[src/rtl/rbf_pkg.sv]
// rtl/rbf_pkg.sv - shared types and constants for the RBF decision accumulator
package rbf_pkg;

    // Width of one weighted kernel term arriving from the exp lookup stage
    localparam int TERM_W          = 10;
    localparam int DEFAULT_N_TERMS = 64;
    localparam int DEFAULT_SUM_W   = 16;

    typedef enum logic [1:0] {
        IDLE = 2'd0,
        ACC  = 2'd1,
        DONE = 2'd2
    } state_t;

endpackage

[src/rtl/sat_add.sv]
// rtl/sat_add.sv - saturating add of a 10-bit unsigned term into a SUM_W-bit sum
module sat_add
    import rbf_pkg::*;
#(
    parameter int SUM_W = DEFAULT_SUM_W
) (
    input  logic [SUM_W-1:0]  acc,
    input  logic [TERM_W-1:0] term,
    output logic [SUM_W-1:0]  sum
);

    logic [SUM_W:0] wide;

    // One extra bit catches the carry; any carry clamps to all ones
    always_comb begin
        wide = {1'b0, acc} + {{(SUM_W + 1 - TERM_W){1'b0}}, term};
        sum  = wide[SUM_W] ? {SUM_W{1'b1}} : wide[SUM_W-1:0];
    end

endmodule

[src/rtl/rbf_accumulator.sv]
// rtl/rbf_accumulator.sv - sums N_TERMS kernel terms and compares against a threshold
module rbf_accumulator
    import rbf_pkg::*;
#(
    parameter int N_TERMS = DEFAULT_N_TERMS,
    parameter int SUM_W   = DEFAULT_SUM_W
) (
    input  logic              clk,
    input  logic              rst_n,
    input  logic              start,
    input  logic [SUM_W-1:0]  thresh,
    input  logic              in_valid,
    input  logic [TERM_W-1:0] in_data,
    output logic              in_ready,
    output logic              busy,
    output logic [SUM_W-1:0]  sum_out,
    output logic              sum_valid,
    output logic              class_hit
);

    localparam int              CNT_W     = $clog2(N_TERMS + 1);
    localparam logic [CNT_W-1:0] LAST_IDX = CNT_W'(N_TERMS - 1);

    state_t             state;
    logic [SUM_W-1:0]   acc;
    logic [SUM_W-1:0]   acc_next;
    logic [SUM_W-1:0]   thr;
    logic [CNT_W-1:0]   cnt;

    // Ready depends on state alone so upstream never sees a valid->ready loop
    assign in_ready = (state == ACC);
    assign busy     = (state != IDLE);

    sat_add #(.SUM_W(SUM_W)) u_sat_add (
        .acc  (acc),
        .term (in_data),
        .sum  (acc_next)
    );

    // Control FSM with accumulator, term counter and registered result
    always_ff @(posedge clk or negedge rst_n) begin
        if (!rst_n) begin
            state     <= IDLE;
            acc       <= '0;
            cnt       <= '0;
            thr       <= '0;
            sum_out   <= '0;
            sum_valid <= 1'b0;
            class_hit <= 1'b0;
        end else begin
            sum_valid <= 1'b0;
            case (state)
                IDLE: begin
                    if (start) begin
                        acc   <= '0;
                        cnt   <= '0;
                        thr   <= thresh;
                        state <= ACC;
                    end
                end
                ACC: begin
                    if (in_valid) begin
                        acc <= acc_next;
                        cnt <= cnt + 1'b1;
                        if (cnt == LAST_IDX) begin
                            state <= DONE;
                        end
                    end
                end
                DONE: begin
                    sum_out   <= acc;
                    class_hit <= (acc >= thr);
                    sum_valid <= 1'b1;
                    state     <= IDLE;
                end
                default: begin
                    state <= IDLE;
                end
            endcase
        end
    end

endmodule

[config.mk]
export PLATFORM = sky130hd
export DESIGN_NAME = rbf_accumulator
export DESIGN_NICKNAME = d
export VERILOG_FILES = /design/src/rtl/rbf_pkg.sv /design/src/rtl/sat_add.sv /design/src/rtl/rbf_accumulator.sv
export SDC_FILE = /design/constraint.sdc
export NUM_CORES = 1
export LEC_CHECK = 0
export ABC_AREA = 1
export CAP_MARGIN = 20
export CORE_MARGIN = 1
export CORE_UTILIZATION = 45
export CTS_CLUSTER_DIAMETER = 60
export DETAILED_ROUTE_END_ITERATION = 8
export GPL_ROUTABILITY_DRIVEN = 0
export MAX_ROUTING_LAYER = met4
export PLACE_DENSITY = 0.78
export SLEW_MARGIN = 40
export SYNTH_ARGS = -nofsm -noshare
export SYNTH_HDL_FRONTEND = slang
export SYNTH_SLANG_ARGS = --single-unit
[constraint.sdc]
create_clock -name clk -period 2.3 [get_ports clk]
set_input_delay 0.46 -clock clk [delete_from_list [all_inputs] [get_ports clk]]
set_output_delay 0.46 -clock clk [all_outputs]
set_load 0.02 [all_outputs]
# Word-level counts from Yosys, hierarchy flattened
# Index checks and enable logic that the tools add are counted.
[totals]
ff_bits = 59
word_cells = 34
output_inout_bits = 20
[op_classes]
reduce_logical = 6
n_lt_le_gt_ge = 1
n_mux = 12
eq_ne = 6
n_addsub = 2
[ops]
columns = ["operator", "n"]
rows = [
  ["$mux 16", 3],
  ["$pmux 16 s2", 1],
  ["$add 16x10->17", 1],
  ["$ge 16x16->1", 1],
  ["$mux 7", 2],
  ["$pmux 7 s2", 1],
  ["$add 7x1->7 const B", 1],
  ["$eq 7x6->1 const B", 1],
  ["$mux 2", 3],
  ["$reduce_and 3->1", 2],
  ["$ne 2x2->1 const B", 2],
  ["$pmux 2 s2", 1],
  ["$reduce_bool 2->1", 2],
  ["$eq 2x1->1 const B", 1],
  ["$eq 2x2->1 const B", 1],
  ["$logic_not 2->1", 1],
  ["$ne 2x1->1 const B", 1],
  ["$reduce_and 2->1", 1],
  ["$mux 1", 1],
]

# Longest topological paths before layout
# Gate-level depths: netlist of the first run.
[logic_depth]
word_depth = 4
ltp_mapped = 12

# By module
# A second synthesis of the first run with hierarchy kept.
[unflattened]
cells_unflattened = 495
area_unflattened_um2 = 3694.8
[modules_own_cells]
columns = ["module", "cells_per_inst", "area_each_um2", "seq_area_each_um2", "instances"]
rows = [
  ["rbf_accumulator", 317, 2780.2, 1476.4, 1],
  ["sat_add", 178, 914.6, 0.0, 1],
]

# Worst setup path before layout of the first run
# Ideal clock, no wire load.
[synth_path]
path_kind = "input-to-reg"
startpoint = "input port in_data[0]"
endpoint = "register acc[13]"
required_ns = 2.184
arrival_time_ns = 1.777
path_buffers = 0
path_stages = 12
setup_slack_ns = 0.406
cell_sequence = "ha_1 > fa_1 > nand2_1 > nand2_1 > nand3_1 > nand2_1 > nand2_2 > nand2_4 > inv_2 > nand3_1 > nand2_1 > nand2_1"
[synth_via]
elab_chain_len = 4
[synth_rtl]
columns = ["item", "line_no", "source"]
rows = [
  ["from (decl)", "rbf_accumulator.sv:13", "input logic [TERM_W-1:0] in_data,"],
  ["$add 16x10->17", "sat_add.sv:16", "wide = {1'b0, acc} + {{(SUM_W + 1 - TERM_W){1'b0}}, term};"],
  ["$mux 16", "sat_add.sv:17", "sum = wide[SUM_W] ? {SUM_W{1'b1}} : wide[SUM_W-1:0];"],
  ["$mux 16", "rbf_accumulator.sv:62", "if (in_valid) begin"],
  ["$pmux 16 s2", "rbf_accumulator.sv:52", "case (state)"],
  ["to (signal assigned)", "rbf_accumulator.sv:63", "acc <= acc_next;"],
  ["to (decl)", "rbf_accumulator.sv:25", "logic [SUM_W-1:0] acc;"],
]
# Every way passes these cells. The select of a mux whose other input is x is not followed.
# A chain may end at the register's enable or synchronous reset.

# Worst setup path after layout of the first run
[layout_path]
startpoint = "input port in_data[0]"
endpoint = "register acc[14]"
# The elaborated chain is that of the path after synthesis.

==> results of run 1 <==
==> flip-flops by register name (all words and copies together), names as in the netlist <==
name       cells
sum_out       16
state          2
sum_valid      1
thr           16
cnt            7
acc           16
class_hit      1
==> worst min-delay path by stage <==
stage	start	endpoint
3_3_place_gp	rst_n	sum_out[11]
4_1_cts	rst_n	acc[8]
5_1_grt	rst_n	acc[7]
6_report	rst_n	sum_out[5]
2_1_floorplan	rst_n	acc[0]
3_5_place_dp	rst_n	sum_out[15]
==> power by group <==
part / internal [mW] / switching (mW)
sequential: 1.34 / 0.232
combinational: 0.788 / 1.17
clock: 0.409 / 0.384
==> per-layer routing <==
metal	vias to the layer above	routed length [um]	GRT usage [%]
met2	64	3640	36.0
met1	1399	3480	26.9
met4	0	149	8.51
met3	13	286	5.36
li1	1547	-	-
met5	-	0	-
==> cell type report <==
class                   instances  share of cell area, %
repair buffers                 58                   13.1
multi-input cells             319                   39.4
well taps                      99                   2.93
clock inverters                 3                  0.355
inverters                      65                   5.83
flip-flops and latches         59                   34.9
clock buffers                  12                   3.43
==> cell families (layout without fill, tap and decap cells) <==
| logic type | Yosys count | after routing |
|---|---|---|
| buf+inv | 74 | 138 |
| flops | 59 | 59 |
| xor+xnor | 7 | 7 |
| fa+ha+maj | 28 | 28 |
| compound gates | 71 | 71 |
| simple gates | 213 | 213 |
==> stage by stage <==
stage	util (%)	worst slack [ps]	TNS, ps	area, um2
floorplan	-	406	0	3430
global placement	55.7	-137	-1380	4060
detailed placement	55.7	-198	-2170	4060
CTS	57.9	150	0	4220
global route	58.0	12.8	0	4230
finish	58.0	177	0	4230
==> timing repair <==
item,CTS,global route
resized for setup,0,3
endpoints found under the setup margin,0,8
buffers inserted,0,0
==> worst max-delay path, cell delays in order <==
cell and delay (ps):
clkdlybuf4s50_1 420, ha_1 240, fa_1 400, nand2_1 90, nand2_1 80, nand3_1 100
nand2_2 80, nand2_2 80, nand2_4 90, inv_4 100, nand3_1 80, nand2_1 60
nand2_1 60
==> placed cells by master, fill, tap and decap left out, types with 10 or more instances in the layout <==
cell type / netlist / routed
ha_1: 27 / 27
nand2_1: 156 / 155
inv_1: 63 / 63
clkdlybuf4s50_1: 0 / 48
dfrtp_1: 59 / 59
nor2_1: 18 / 18
nand3_1: 23 / 23
clkbuf_8: 0 / 10
a21oi_1: 18 / 18
o21ai_0: 51 / 50
==> impl_results.md, run 1 <==
* Clock latency on the worst-skew pair at 330 ps
* Placeable Area at 7290 um2
* CP Launch Type: input pin
* Synth Area in Adders at 10.4%
* Vias at 3023
* R2R Setup Slk at 370 ps
* WL per Instance at 12.3 um
* Tot GR Track Use at 22.2%
* Reg2reg start: acc[0]
* Lkg Pwr at 2.20 nW
* I/O pins at 50
* Total power at 4.33 mW
* Ant diodes at 0
* Simple-Gate Fraction of Synth Area at 25.9%
* CTS tree: yes
* Pin count of the biggest net entering global routing at 32
* Fmax at 471 MHz
* Storage element area at 1480 um2
* CP startpoint: in_data[0]
* Starting Density at 47.0%
* Gr ovfl total at 0
* Synth Area in Compound Gates at 10.4%
* Post-Synth XOR/XNOR Area at 1.79%
* Multiplexer share of the synthesized area at 0%
* Yosys cell types at 25
* Cells taking the most area after synthesis: dfrtp_1, nand2_1, ha_1
* Longest Clk Path Bufs at 2
* DRC violations left at 0
* CTS clock-pin slew for the worst setup and hold paths at 70 ps
* Main combinational cell family by area after synthesis: simple AND/OR/NAND/NOR gates
* Nets at 570
* Slew @ Worst Pin at 448 ps
* Placed cells at 600
* Max cap viols at 0
* Worst Skew at 10.3 ps
* 1st-iter DRT viols at 127
* Max-slew headroom at 70.2%
* Post-Synthesis Cells at 452
* Final Max Tran Viols at 0
* Cts bufs inserted at 9
* Routed Antenna Nets at 0
* DR pass1 iterations at 4
* Hold Path Class: in2async
* Die X at 89.3 um
* Cell Area, Synth at 3430 um2
* H-tree depth at 3
* DP Wirelength at 5.90 mm
* Count leader, synth: nand2_1
* Synth async-reset ratio at 100%
* P per Cell Area at 1020 nW/um2
* Critical path capture point type: register
* Maximum fanout along the worst path at 10
* Final worst-path cycle share at 92.3%
* Initial antenna violation count at 0
* Post-synth top flop: dfrtp_1
* Area of the multi-input gates at 1670 um2
* Critical Path RT at 2520 ps
* Root Buffer: clkbuf_8
* Hold buffers post-CTS at 0
* Cells on worst reg2reg path at 12
* Synth top area share at 43.1%
* Mean post-synth cell area at 7.58 um2
* Worst setup path category: in2reg
* Outcome: finished, final reports clean
* Top cells by count, synth: nand2_1, inv_1, dfrtp_1
* Worst VDD drop at 0.000603 V
* Die height at 89.3 um
* Share of cells above drive strength 1 at 6.59%
* Fill cells at 720
* Vias in the first global route at 2903
* Sequential-to-total area share from yosys stat at 43.1%
* Vias per cell at 4.92
* Port bufs at 49
* CP arrival at 2350 ps
* Worst R2R End: acc[14]
* Ys Warns at 0
* Row count at 31
* Net count after synthesis at 510
* EDFF count, synth at 0
* Yosys reg bits at 59
* Total clock sinks at 59
* Die area at 7970 um2
* Endpoints failing setup at 0
* Detailed-route wire length at 7.56 mm
* First-pass GRT wire length at 12.8 mm
* End of the critical path: acc[14]
* Min Tclk post-route at 2120 ps
* Synth area leader: dfrtp_1
* WHS at 65.3 ps
* Fin. Hold Viols at 0
* RSZ-0062 raised after global routing: no
* Final cell count without fillers at 615
* Area Growth Syn to Fin at 23.4%
Power figures use the tool's default switching activity.
==> run 2, diff against run 1 <==
Settings changed: MAX_ROUTING_LAYER met4 to unset, RECOVER_POWER set to 25.
==> impl_results.md, run 2 (synthesized netlist as in run 1, its figures left out) <==
* Vias per cell at 4.89 (-0.50%)
* Final worst-path cycle share at 92.1% (-0.17 points)
* Outcome: finished, final reports clean
* Pin count of the biggest net entering global routing at 32 (unchanged)
* Total clock sinks at 59 (unchanged)
* Gr ovfl total at 0 (unchanged)
* I/O pins at 50 (unchanged)
* Worst setup path category: in2reg
* Fmax at 472 MHz (+0.19%)
* Fin area at 4220 um2 (about the same)
* Clock latency on the worst-skew pair at 340 ps (about the same)
* Max cap viols at 0 (unchanged)
* WL per Instance at 12.2 um (-0.50%)
* Slew @ Worst Pin at 1060 ps (+612 ps)
* Critical Path RT at 2520 ps (about the same)
* Maximum fanout along the worst path at 10 (unchanged)
* Die X at 89.3 um (unchanged)
* Lkg Pwr at 2.20 nW (-0.15%)
* Min Tclk post-route at 2120 ps (-4.00 ps)
* CP Launch Type: input pin
* Routed Antenna Nets at 0 (unchanged)
* Root Buffer: clkbuf_8
* Final Max Tran Viols at 0 (unchanged)
* Area Growth Syn to Fin at 23.3% (about the same)
* Endpoints failing setup at 0 (unchanged)
* Post-layout util at 57.9% (about the same)
* DP Wirelength at 5.90 mm (unchanged)
* Max incr delay on CP at 420 ps (about the same)
* Port bufs at 49 (unchanged)
* Total power at 4.33 mW (+0.11%)
* Fill cells at 718 (-0.28%)
* DP Area at 4060 um2 (unchanged)
* Share of cells above drive strength 1 at 6.40% (-0.19 points)
* Bufs and invs on worst path at 2 (unchanged)
* Detailed-route wire length at 7.52 mm (-0.50%)
* WHS at 294 ps (+229 ps)
* Worst VDD drop at 0.000603 V (-0.13%)
* Die height at 89.3 um (unchanged)
* Die area at 7970 um2 (unchanged)
* Row count at 31 (unchanged)
* H-tree depth at 3 (unchanged)
* Cell Chain, Critical Path: clkdlybuf4s50_1, ha_1, fa_1, nand2_1, nand2_1, nand3_1, nand2_2, nand2_2, nand2_4, inv_4, nand3_1, nand2_1, nand2_1
* Longest Clk Path Bufs at 2 (unchanged)
* Tot GR Track Use at 21.5% (-0.77 points)
* Max-slew headroom at 29.3% (-41 points)
* Setup Buffers After CTS at 0 (unchanged)
* CP max stage cell: clkdlybuf4s50_1
* Starting Density at 47.0% (unchanged)
* Most frequent cells in the layout: nand2_1, inv_1, dfrtp_1
* CP arrival at 2340 ps (about the same)
* Worst Skew at 10.6 ps (+0.245 ps)
* Crit-path leading delay family: simple AND/OR/NAND/NOR gates
* CTS tree: yes
* Initial antenna violation count at 0 (unchanged)
* Fin. Hold Viols at 0 (unchanged)
* Cts bufs inserted at 9 (unchanged)
* 1st-iter DRT viols at 136 (+7.1%)
* DRC violations left at 0 (unchanged)
* DR pass1 iterations at 4 (unchanged)
* RSZ-0062 raised after global routing: no
* Vias at 3008 (-0.50%)
* Hold Path Class: in2async
* Biggest regs: acc: 16 flops, sum_out: 16 flops, thr: 16 flops
* P per Cell Area at 1030 nW/um2 (+0.20%)
* CTS clock-pin slew for the worst setup and hold paths at 70 ps (about the same)
* Placeable Area at 7290 um2 (unchanged)
* Vias in the first global route at 2900 (-0.10%)
* Critical path capture point type: register
* First-pass GRT wire length at 12.8 mm (-0.11%)
* Top cell by count, worst path: nand2_1
* Most common cell after layout, fill and taps aside: nand2_1
* Nets at 570 (unchanged)
* Ant diodes at 0 (unchanged)
==> run 2: what timing repair did <==
action,CTS,global route
setup endpoints to repair,0,8
hold buffers,0,0
gates resized for setup,0,3
==> run 2: worst paths after layout <==
kind,from,endpoint,slack [ps],depth (start not counted)
hold reg to reg,sum_out[9],sum_out[9],480,2
setup / recovery,in_data[0],acc[13],180,13
setup reg to reg,acc[0],acc[13],370,12
min in group clk,sum_out[9],sum_out[9],480,2
max in group asynchronous,rst_n,thr[3],970,2
hold / removal,rst_n,sum_out[3],290,1
==> run 2: per-layer routing <==
layer	wire, um	up-vias	part of all wire, %	GRT usage, %
met4	157	0	2.1	9.81
li1	-	1548	-	-
met2	3600	59	48	36.0
met5	0	-	0	0
met3	248	17	3.3	4.25
met1	3510	1384	47	26.7
==> run 2: power by group <==
| part | total (mW) | leakage, nW | internal [mW] | switching, mW |
|---|---|---|---|---|
| clock | 0.796 | 0.0860 | 0.409 | 0.387 |
| combinational | 1.96 | 1.35 | 0.786 | 1.18 |
| sequential | 1.57 | 0.765 | 1.34 | 0.232 |
| total | 4.33 | 2.20 | 2.54 | 1.79 |
==> run 2: stage by stage <==
stage | setup slack [ps] | instances | TNS (ps)
after floorplan | 406 | 452 | 0
after global placement | -137 | 600 | -1380
after detailed placement | -198 | 600 | -2170
after CTS | 150 | 615 | 0
after global routing | 7.79 | 615 | 0
final | 181 | 615 | 0
==> run 2: layout make-up <==
type / count / area, um2 / area share [%]
multi-input cells: 319 / 1670 / 39.5
flip-flops and latches: 59 / 1480 / 35.0
repair buffers: 58 / 549 / 13.0
well taps: 99 / 124 / 2.93
clock buffers: 12 / 145 / 3.44
clock inverters: 3 / 15.0 / 0.355
inverters: 65 / 246 / 5.84
==> run 3, diff against run 2 <==
Settings changed: CORE_ASPECT_RATIO set to 0.7, HOLD_SLACK_MARGIN set to 0.05, PLACE_DENSITY 0.78 to 0.77, SYNTH_HIERARCHICAL set to 1.
==> impl_results.md, run 3 <==
* Outcome: finished, final reports clean
* WL per Instance at 13.7 um (+12%)
* Setup TNS at 0 ps (unchanged)
* Die area at 8580 um2 (+7.7%)
* CP Launch Type: input pin
* Tot GR Track Use at 22.7% (+1.3 points)
* I/O pins at 50 (unchanged)
* Endpoints failing setup at 0 (unchanged)
* Longest Clk Path Bufs at 2 (unchanged)
* Worst Skew at 5.06 ps (-5.50 ps)
* RSZ-0062 raised after global routing: no
* Yosys cell types at 34 (+36%)
* Maximum fanout along the worst path at 7 (-3)
* Crit-path leading delay family: simple AND/OR/NAND/NOR gates
* Hold path cells at 2
* Port bufs at 49 (unchanged)
* EDFF count, synth at 0 (unchanged)
* CP arrival at 2380 ps (+40 ps)
* Placeable Area at 7910 um2 (+8.4%)
* HP Start: sum_out[9]
* Worst setup path category: in2reg
* Hold path endpoint: sum_out[9]
* Fmax at 460 MHz (-2.5%)
* H-tree depth at 3 (unchanged)
* R2R Setup Slk at 280 ps (-90 ps)
* CP max stage cell: clkdlybuf4s50_1
* Most common cell after layout, fill and taps aside: nand2_1
* Yosys reg bits at 59 (unchanged)
* Setup Buffers After CTS at 0 (unchanged)
* DP Wirelength at 6.64 mm (+13%)
* Row count at 27 (-13%)
* Vias per cell at 5.06 (+3.4%)
* Root Buffer: clkbuf_16
* Min Tclk post-route at 2170 ps (+53.6 ps)
* Area Growth Syn to Fin at 23.5%
* Vias in the first global route at 3227 (+11%)
* Max cap viols at 0 (unchanged)
* Biggest regs: acc: 16 flops, sum_out: 16 flops, thr: 16 flops
* Cell Area, Synth at 3690 um2 (+7.8%)
* Fin. Hold Viols at 0 (unchanged)
* Synth area leader: dfrtp_1
* Routed Antenna Nets at 0 (unchanged)
* Critical Path RT at 2510 ps (about the same)
* Clock latency on the worst-skew pair at 330 ps (about the same)
* Mean post-synth cell area at 7.46 um2 (-1.6%)
* Bufs and invs on worst path at 2 (unchanged)
* DR pass1 iterations at 5 (+1)
* Initial antenna violation count at 0 (unchanged)
* Critical path capture point type: register
* Post-synth top flop: dfrtp_1
* Hold Path Class: reg2reg
* P per Cell Area at 1100 nW/um2 (+7.7%)
* Cells on worst reg2reg path at 11 (-1)
* Post-Synthesis Cells at 495 (+9.5%)
* Nets at 610 (+7.0%)
* DP Area at 4310 um2 (+6.0%)
* Die height at 77.8 um (-13%)
* WHS at 492 ps (+197 ps)
* Gr ovfl total at 0 (unchanged)
* DRC violations left at 0 (unchanged)
* Cells taking the most area after synthesis: dfrtp_1, nand2_1, ha_1
* Cts bufs inserted at 9 (unchanged)
* Starting Density at 46.7% (-0.26 points)
* First-pass GRT wire length at 14.7 mm (+14%)
* Final worst-path cycle share at 94.4% (+2.3 points)
* Net count after synthesis at 553 (+8.4%)
* Fin area at 4560 um2 (+8.1%)
* Die X at 110 um (+24%)
* Total power at 5.04 mW (+16%)
* Worst R2R End: acc[9]
* Total clock sinks at 59 (unchanged)
* Count leader, synth: nand2_1
* Ys Warns at 6 (+6)
* Max incr delay on CP at 400 ps (-20 ps)
* Detailed-route wire length at 8.95 mm (+19%)
* Ant diodes at 0 (unchanged)
* Worst VDD drop at 0.000655 V (+8.6%)
* Most frequent cells in the layout: nand2_1, inv_1, dfrtp_1
* Sequential-to-total area share from yosys stat at 40.0% (-3.1 points)
* Lkg Pwr at 2.40 nW (+9.0%)
* 1st-iter DRT viols at 248 (+82%)
* Share of cells above drive strength 1 at 8.12% (+1.7 points)
* Reg2reg start: acc[0]
* Synth async-reset ratio at 100% (unchanged)
* CTS tree: yes
* CTS clock-pin slew for the worst setup and hold paths at 50 ps (-20 ps)
* Pin count of the biggest net entering global routing at 60 (+88%)
* Slew @ Worst Pin at 1440 ps (+378 ps)
* Top cells by count, synth: nand2_1, inv_1, dfrtp_1
* Final Max Tran Viols at 0 (unchanged)
* Vias at 3314 (+10%)
* Max-slew headroom at 4.12% (-25 points)
* Cell Chain, Critical Path: clkdlybuf4s50_1, ha_1, fa_2, nand2_1, nand2_1, nand3_2, nand2_2, a21oi_4, buf_6, nand3_1, nand3_1, o21ai_0
* Synth top area share at 40.0% (-3.1 points)
[run 3: changes by cell type after synthesis, sizes merged, moves of 4 or more]
| cell | change |
|---|---|
| buf | +4 |
| nand4 | +4 |
| nor2 | +8 |
| nand3 | +17 |
| nand2 | -24 |
| inv | +30 |
[run 3: cell families (layout without fill, tap and decap cells)]
family	Yosys count	in the layout	share of synthesized area, %
flip-flops	59	59	40.0
AND/OR/NAND/NOR	223	223	26.9
adder cells (fa/ha/maj)	28	28	9.68
buffers and inverters	108	167	11.7
AO/OA/AOI/OAI	72	72	10.6
XOR/XNOR	5	5	1.19
[run 3: what timing repair did]
action / CTS / global route
gates resized for setup: 0 / 3
hold endpoints to repair: 0 / 0
hold buffers: 0 / 0
setup endpoints to repair: 0 / 5
[run 3: how the worst max path moves through the flow]
stage	depth (start not counted)	from	endpoint	slack (ps)
2_1_floorplan	11	in_data[0]	acc[10]	300
3_3_place_gp	12	in_data[0]	acc[15]	-160
3_5_place_dp	12	in_data[0]	acc[9]	-240
4_1_cts	12	in_data[0]	acc[9]	110
5_1_grt	12	in_data[0]	acc[7]	30
6_report	12	in_data[0]	acc[9]	130
[run 3: final cells by class]
class / count / area (um2)
multi-input combinational: 328 / 1790
clock buffer: 13 / 250
timing repair buffer: 59 / 566
inverter: 95 / 357
tap: 101 / 126
sequential: 59 / 1480
fill: 741 / 3340
[run 3: where the power goes]
part / leakage [nW] / internal, mW / switching, mW
Combinational: 1.53 / 0.887 / 1.36
Clock: 0.122 / 0.738 / 0.430
Sequential: 0.747 / 1.35 / 0.270
[run 3: tightest hold or removal path, delay by kind of cell (launching register included)]
family	cells	cell delay, ps
compound gates	1	60
simple gates	1	50
flops	1	340
[run 3: metrics by stage]
step                      instances  util (%)  setup WS [ps]
after floorplan                 495         -            299
after global placement          642      54.5           -157
after detailed placement        642      54.5           -244
after CTS                       655      57.6            106
after global routing            655      57.7           26.1
final                           655      57.7            128
[run 3: per-layer routing]
layer	GRT usage, %	part of all wire [%]	vias to the layer above
met5	0	0	-
met4	4.47	0.89	0
met3	8.15	6.1	9
met2	35.7	45	86
met1	30.1	48	1550
li1	-	-	1669
==> variant 1 (config.mk and constraints of run 1) <==
Re-encode `state_t` (3 states) as one-hot, 3 bits wide.
--- a/src/rtl/rbf_pkg.sv
+++ b/src/rtl/rbf_pkg.sv
@@ -6,10 +6,10 @@
     localparam int DEFAULT_N_TERMS = 64;
     localparam int DEFAULT_SUM_W   = 16;
 
-    typedef enum logic [1:0] {
-        IDLE = 2'd0,
-        ACC  = 2'd1,
-        DONE = 2'd2
+    typedef enum logic [2:0] {
+        IDLE = 3'b001,
+        ACC  = 3'b010,
+        DONE = 3'b100
     } state_t;
 
 endpackage
Behaviour: same outputs for any inputs over 10 cycles, from zero or initial values and one cycle with rst_n low; not proved beyond that.
==> variant 1 against run 1 <==
Routed wire length rose by 4.9%. Worst setup slack got worse by 120 ps. Synthesized cell count rose by 0.88%. Sequential cell count grew 1. Clock power rose by 3.4%. Die area is 5.1% higher. Cell area is 3.7% higher. Clock skew decreased by 4.0 ps. Highest routed layer unchanged. Total power fell by 6.6%. Sequential power down 3%. Utilization down 1.2 points. Synthesized area up 5.2%.
==> variant 1: results (changes against run 1) <==
leakagePower_uw: 0.00232  # +5.5%
wl_um: 7920  # +4.9%
skew_ps: 6.30  # -4.02 ps
drt-wirelength-per-cell_um: 12.8  # +4.0%
yosysTopAreaCellShare_pct: 40.9  # -2.1 points
synth.distinct_cells: 34  # +36%
htreeDepth: 3  # unchanged
slew_violations: 0  # unchanged
synth_fp_nets: 514  # +0.78%
hpwl_um: 6010  # +1.8%
grt_first_pass_wirelength_um: 13400  # +4.7%
cts_buffers: 9  # unchanged
grtUsageTotal_pct: 20.9  # -1.3 points
root_buffer: "clkbuf_8"
ys_async_sr_fraction_pct: 100  # unchanged
crit_fanout: 4  # -6
fin_nets: 572  # +0.35%
slew_headroom_pct: 61.4  # -8.8 points
min_path_type: "input pin to async pin"
firstDrtPassIters: 4  # unchanged
ys_seq_area_share_pct: 41.7  # -1.4 points
synth_area_per_cell_um2: 7.91  # +4.3%
rr_endpoint: "acc[13]$_DFFE_PN0P_"
port_buffers: 49  # unchanged
synth_common_cells: "nand2_1, inv_1, dfrtp_1, o21ai_0, ha_1"
final_layout_size_suffix_gt1_share_pct: 8.88  # +2.3 points
antenna_cells: 0  # unchanged
antenna_found_initial: 0  # unchanged
synthTopCellsByArea: "dfrtp_1, nand2_1, ha_1"
rr_startpoint: "acc[0]$_DFFE_PN0P_"
ff2ff_path_depth: 12  # unchanged
grt_pass1_vias: 2919  # +0.55%
whs_ps: 125  # +59.8 ps
vias_per_cell: 4.90  # -0.25%
drt_iter0_drc: 150  # +18%
cts_buffer_depth: 2  # unchanged
arrival_ps: 1780  # -570 ps
cts.clk_slew.worst_paths_ps: 60
reg_top3: "acc (16), sum_out (16), thr (16)"
placed_cells: 605  # +0.83%
r2r_setup_slack_ps: 330  # -40 ps
ir_drop_uv: 437  # -28%
grt_max_degree: 61  # +91%
insertion_delay_ps: 340
status: "finished, final reports clean"
yosys_most_used_dff: "dfrtp_1"
yosys_warnings: 0  # unchanged
==> variant 1: kinds of logic (layout without fill, tap and decap cells) <==
logic type	count (synthesis)	count (layout)	synth area share [%]
and+or+nand+nor	217	217	26.6
DFF	60	60	41.7
buffers and inverters	75	137	8.64
adders and majority gates	28	28	9.92
AOI/OAI and AO/OA	68	68	11.1
xor gates and xnor gates	7	7	1.70
muxes	1	1	0.278
==> variant 1: through the flow <==
step	instance area (um2)	setup TNS (ps)	total power (uW)	util (%)	worst slack, ps
global placement	4210	-1190	3150	54.5	-119
detailed placement	4210	-1890	3240	54.5	-175
finish	4380	0	4040	56.7	57.8
global route	4380	0	4400	56.7	0.700
floorplan	3610	0	2730	-	391
CTS	4380	0	4080	56.7	34.6
==> variant 1: worst max-delay path by stage <==
stage | start | to | slack, ps | depth (start not counted)
after floorplan | in_data[0] | acc[13]$_DFFE_PN0P_ | 390 | 12
after global placement | in_data[0] | acc[13]$_DFFE_PN0P_ | -120 | 13
after detailed placement | in_data[0] | acc[13]$_DFFE_PN0P_ | -180 | 13
after CTS | state[1]$_DFFE_PN0P_ | in_ready | 30 | 3
after global routing | state[1]$_DFFE_PN0P_ | in_ready | 0.7 | 3
final | state[1]$_DFFE_PN0P_ | in_ready | 60 | 3
==> variant 1: repair_timing <==
action | in CTS | in global routing
buffers inserted | 0 | 0
resized for setup | 0 | 2
setup endpoints to repair | 0 | 2
==> variant 1: worst max-delay path, stage by stage (launching register included) <==
cell	delay (ps)
dfrtp_1	510
inv_1	70
nor3_1	220
clkdlybuf4s50_1	660
==> variant 1: per-layer routing <==
metal,vias up,share of wire [%],GRT usage (%)
li1,1560,-,-
met1,1410,46,25.8
met2,61,49,34.5
met4,0,1.0,4.50
met5,-,0,-
met3,9,4.0,5.61
==> variant 1: power breakdown <==
| group | switching [uW] | internal [uW] | leakage [uW] | total [uW] |
|---|---|---|---|---|
| clock network | 379 | 441 | 0.0000893 | 820 |
| logic | 1040 | 658 | 0.00143 | 1700 |
| registers | 213 | 1310 | 0.000802 | 1520 |
==> variant 1: cell type report <==
class	count	area [um2]
clock buffers	13	159
clock inverters	2	10.0
fillers	729	3340
inverters	68	255
multi-input cells	321	1790
flip-flops and latches	60	1500
well taps	102	128
repair buffers	54	538
==> variant 2 (flow settings as in run 1) <==
Made on the original files. Set the package constant `DEFAULT_SUM_W` to 32 (it was 16).
--- a/src/rtl/rbf_pkg.sv
+++ b/src/rtl/rbf_pkg.sv
@@ -4,7 +4,7 @@
     // Width of one weighted kernel term arriving from the exp lookup stage
     localparam int TERM_W          = 10;
     localparam int DEFAULT_N_TERMS = 64;
-    localparam int DEFAULT_SUM_W   = 16;
+    localparam int DEFAULT_SUM_W   = 32;
 
     typedef enum logic [1:0] {
         IDLE = 2'd0,
Ports: changed (resized sum_out and thresh); port bits go from 50 to 82. The function was not compared with the original's and may differ.
==> variant 2 against run 1 <==
Die area up 83%. Synthesized area up 85%. Clock skew up 1.4 ps. Critical path depth up 1. Sequential cell count up 48. Total power up 47%. Utilization down 0.89 points. Cell area up 87%. Worst setup slack worse by 67 ps. Routed wire length up 100%. Clock power up 99%. Critical path type unchanged. Largest power group is now sequential cells. Highest routed layer unchanged.
==> variant 2: results (changes against run 1) <==
insertion_delay_ps: 360  # +30 ps
ir_drop_uv: 366  # -39%
final_layout_size_suffix_gt1_share_pct: 9.06  # +2.5 points
grtUsageTotal_pct: 23.4  # +1.1 points
vias_per_cell: 4.96  # +0.89%
reg_top3: "acc (32), sum_out (32), thr (32)"
ys_seq_area_share_pct: 42.2  # -0.85 points
leakagePower_uw: 0.00411  # +87%
grt_pass1_vias: 5611  # +93%
fin_nets: 1056  # +85%
ys_async_sr_fraction_pct: 100  # unchanged
antenna_found_initial: 0  # unchanged
r2r_setup_slack_ps: 250  # -120 ps
synth_common_cells: "nand2_1, inv_1, dfrtp_1, o21ai_0, ha_1"
wl_um: 15500  # +100%
port_buffers: 81  # +65%
hpwl_um: 11700  # +99%
firstDrtPassIters: 5  # +1
ff2ff_path_depth: 13  # +1
rr_endpoint: "acc[8]$_DFFE_PN0P_"
arrival_ps: 2420  # +70 ps
drt_iter0_drc: 414  # +230%
fin_crit_sh_pct: 95.2  # +2.9 points
status: "finished, final reports clean"
skew_ps: 11.7  # +1.36 ps
crit_fanout: 8  # -2
synthTopCellsByArea: "dfrtp_1, nand2_1, ha_1"
whs_ps: 84.4  # +19.0 ps
synth.distinct_cells: 36  # +44%
rr_startpoint: "acc[0]$_DFFE_PN0P_"
num-fill-cells: 1275  # +77%
grt_first_pass_wirelength_um: 25900  # +100%
grt_max_degree: 51  # +59%
worst_pin_slew_ps: 535  # +87.8 ps
root_buffer: "clkbuf_16"
synth_fp_nets: 948  # +86%
## variant 2: cell count changes in the layout (fill, tap and decap cells not counted), moves of 9 or more
cell,delta
nand3_2,+9
ha_1,+15
nor3_1,+10
clkbuf_8,-10
clkbuf_16,+10
nor2_1,+22
inv_1,+49
buf_4,+26
o21ai_0,+35
dfrtp_1,+48
nand2_1,+163
clkdlybuf4s50_1,+32
nand3_1,+14
## variant 2: what timing repair did
| action | in CTS | in global routing |
|---|---|---|
| resized for setup | 0 | 4 |
| hold buffers | 0 | 0 |
| setup endpoints to repair | 0 | 28 |
| buffers inserted | 0 | 1 |
## variant 2: cell type report
class / instances / area, um2 / area share (%)
Multi-Input combinational cell: 612 / 3120 / 39.5
Sequential cell: 107 / 2680 / 33.9
Tap cell: 180 / 225 / 2.85
Clock inverter: 7 / 75.1 / 0.951
Inverter: 118 / 443 / 5.61
Timing Repair Buffer: 118 / 1130 / 14.3
Clock buffer: 9 / 225 / 2.85
## variant 2: power by group
group	switching (uW)	total, uW	internal (uW)	leakage, uW
clock	729	1580	853	0.000150
combinational	1340	2330	996	0.00254
sequential	218	2430	2220	0.00141
## variant 2: cells by family (layout without fill, tap and decap cells)
group / after synthesis / count (layout) / share of synthesized area [%]
XOR/XNOR: 8 / 8 / 1.11
AND/OR/NAND/NOR: 443 / 443 / 29.6
flip-flops: 107 / 107 / 42.2
AO/OA/AOI/OAI: 117 / 117 / 9.41
buffers and inverters: 139 / 252 / 8.80
adder cells (fa/ha/maj): 44 / 44 / 8.80
## variant 2: how the worst max path moves through the flow
stage	to	slack [ps]	depth (start not counted)
5_1_grt	acc[8]$_DFFE_PN0P_	-40	13
6_report	acc[8]$_DFFE_PN0P_	110	14
3_5_place_dp	acc[8]$_DFFE_PN0P_	-330	14
4_1_cts	acc[8]$_DFFE_PN0P_	40	14
2_1_floorplan	acc[27]$_DFFE_PN0P_	200	13
3_3_place_gp	acc[8]$_DFFE_PN0P_	-240	14
## variant 2: worst max-delay path, delay by kind of cell
kind            cells  cell delay [ps]
fa+ha+maj           2              550
compound gates      1               80
simple gates        9              750
buf+inv             2              580
## variant 2: routing by layer
metal  share of wire, %  vias up  GRT usage (%)
met5                  0        -              -
met4                3.2        0           10.3
met3                4.9       38           3.77
met2                 48      148           38.1
met1                 44     2597           28.6
li1                   -     2925              -
## variant 2: per-stage QoR
stage,setup TNS (ps),cell area (um2),total power [uW],std cells,setup slack [ps]
after floorplan,0,6340,3970,858,197
after global placement,-6420,7550,4700,1133,-242
after detailed placement,-8530,7550,4770,1133,-335
after CTS,0,7850,6360,1149,42.0
after global routing,-159,7890,6870,1151,-44.8
final,0,7890,6350,1151,110
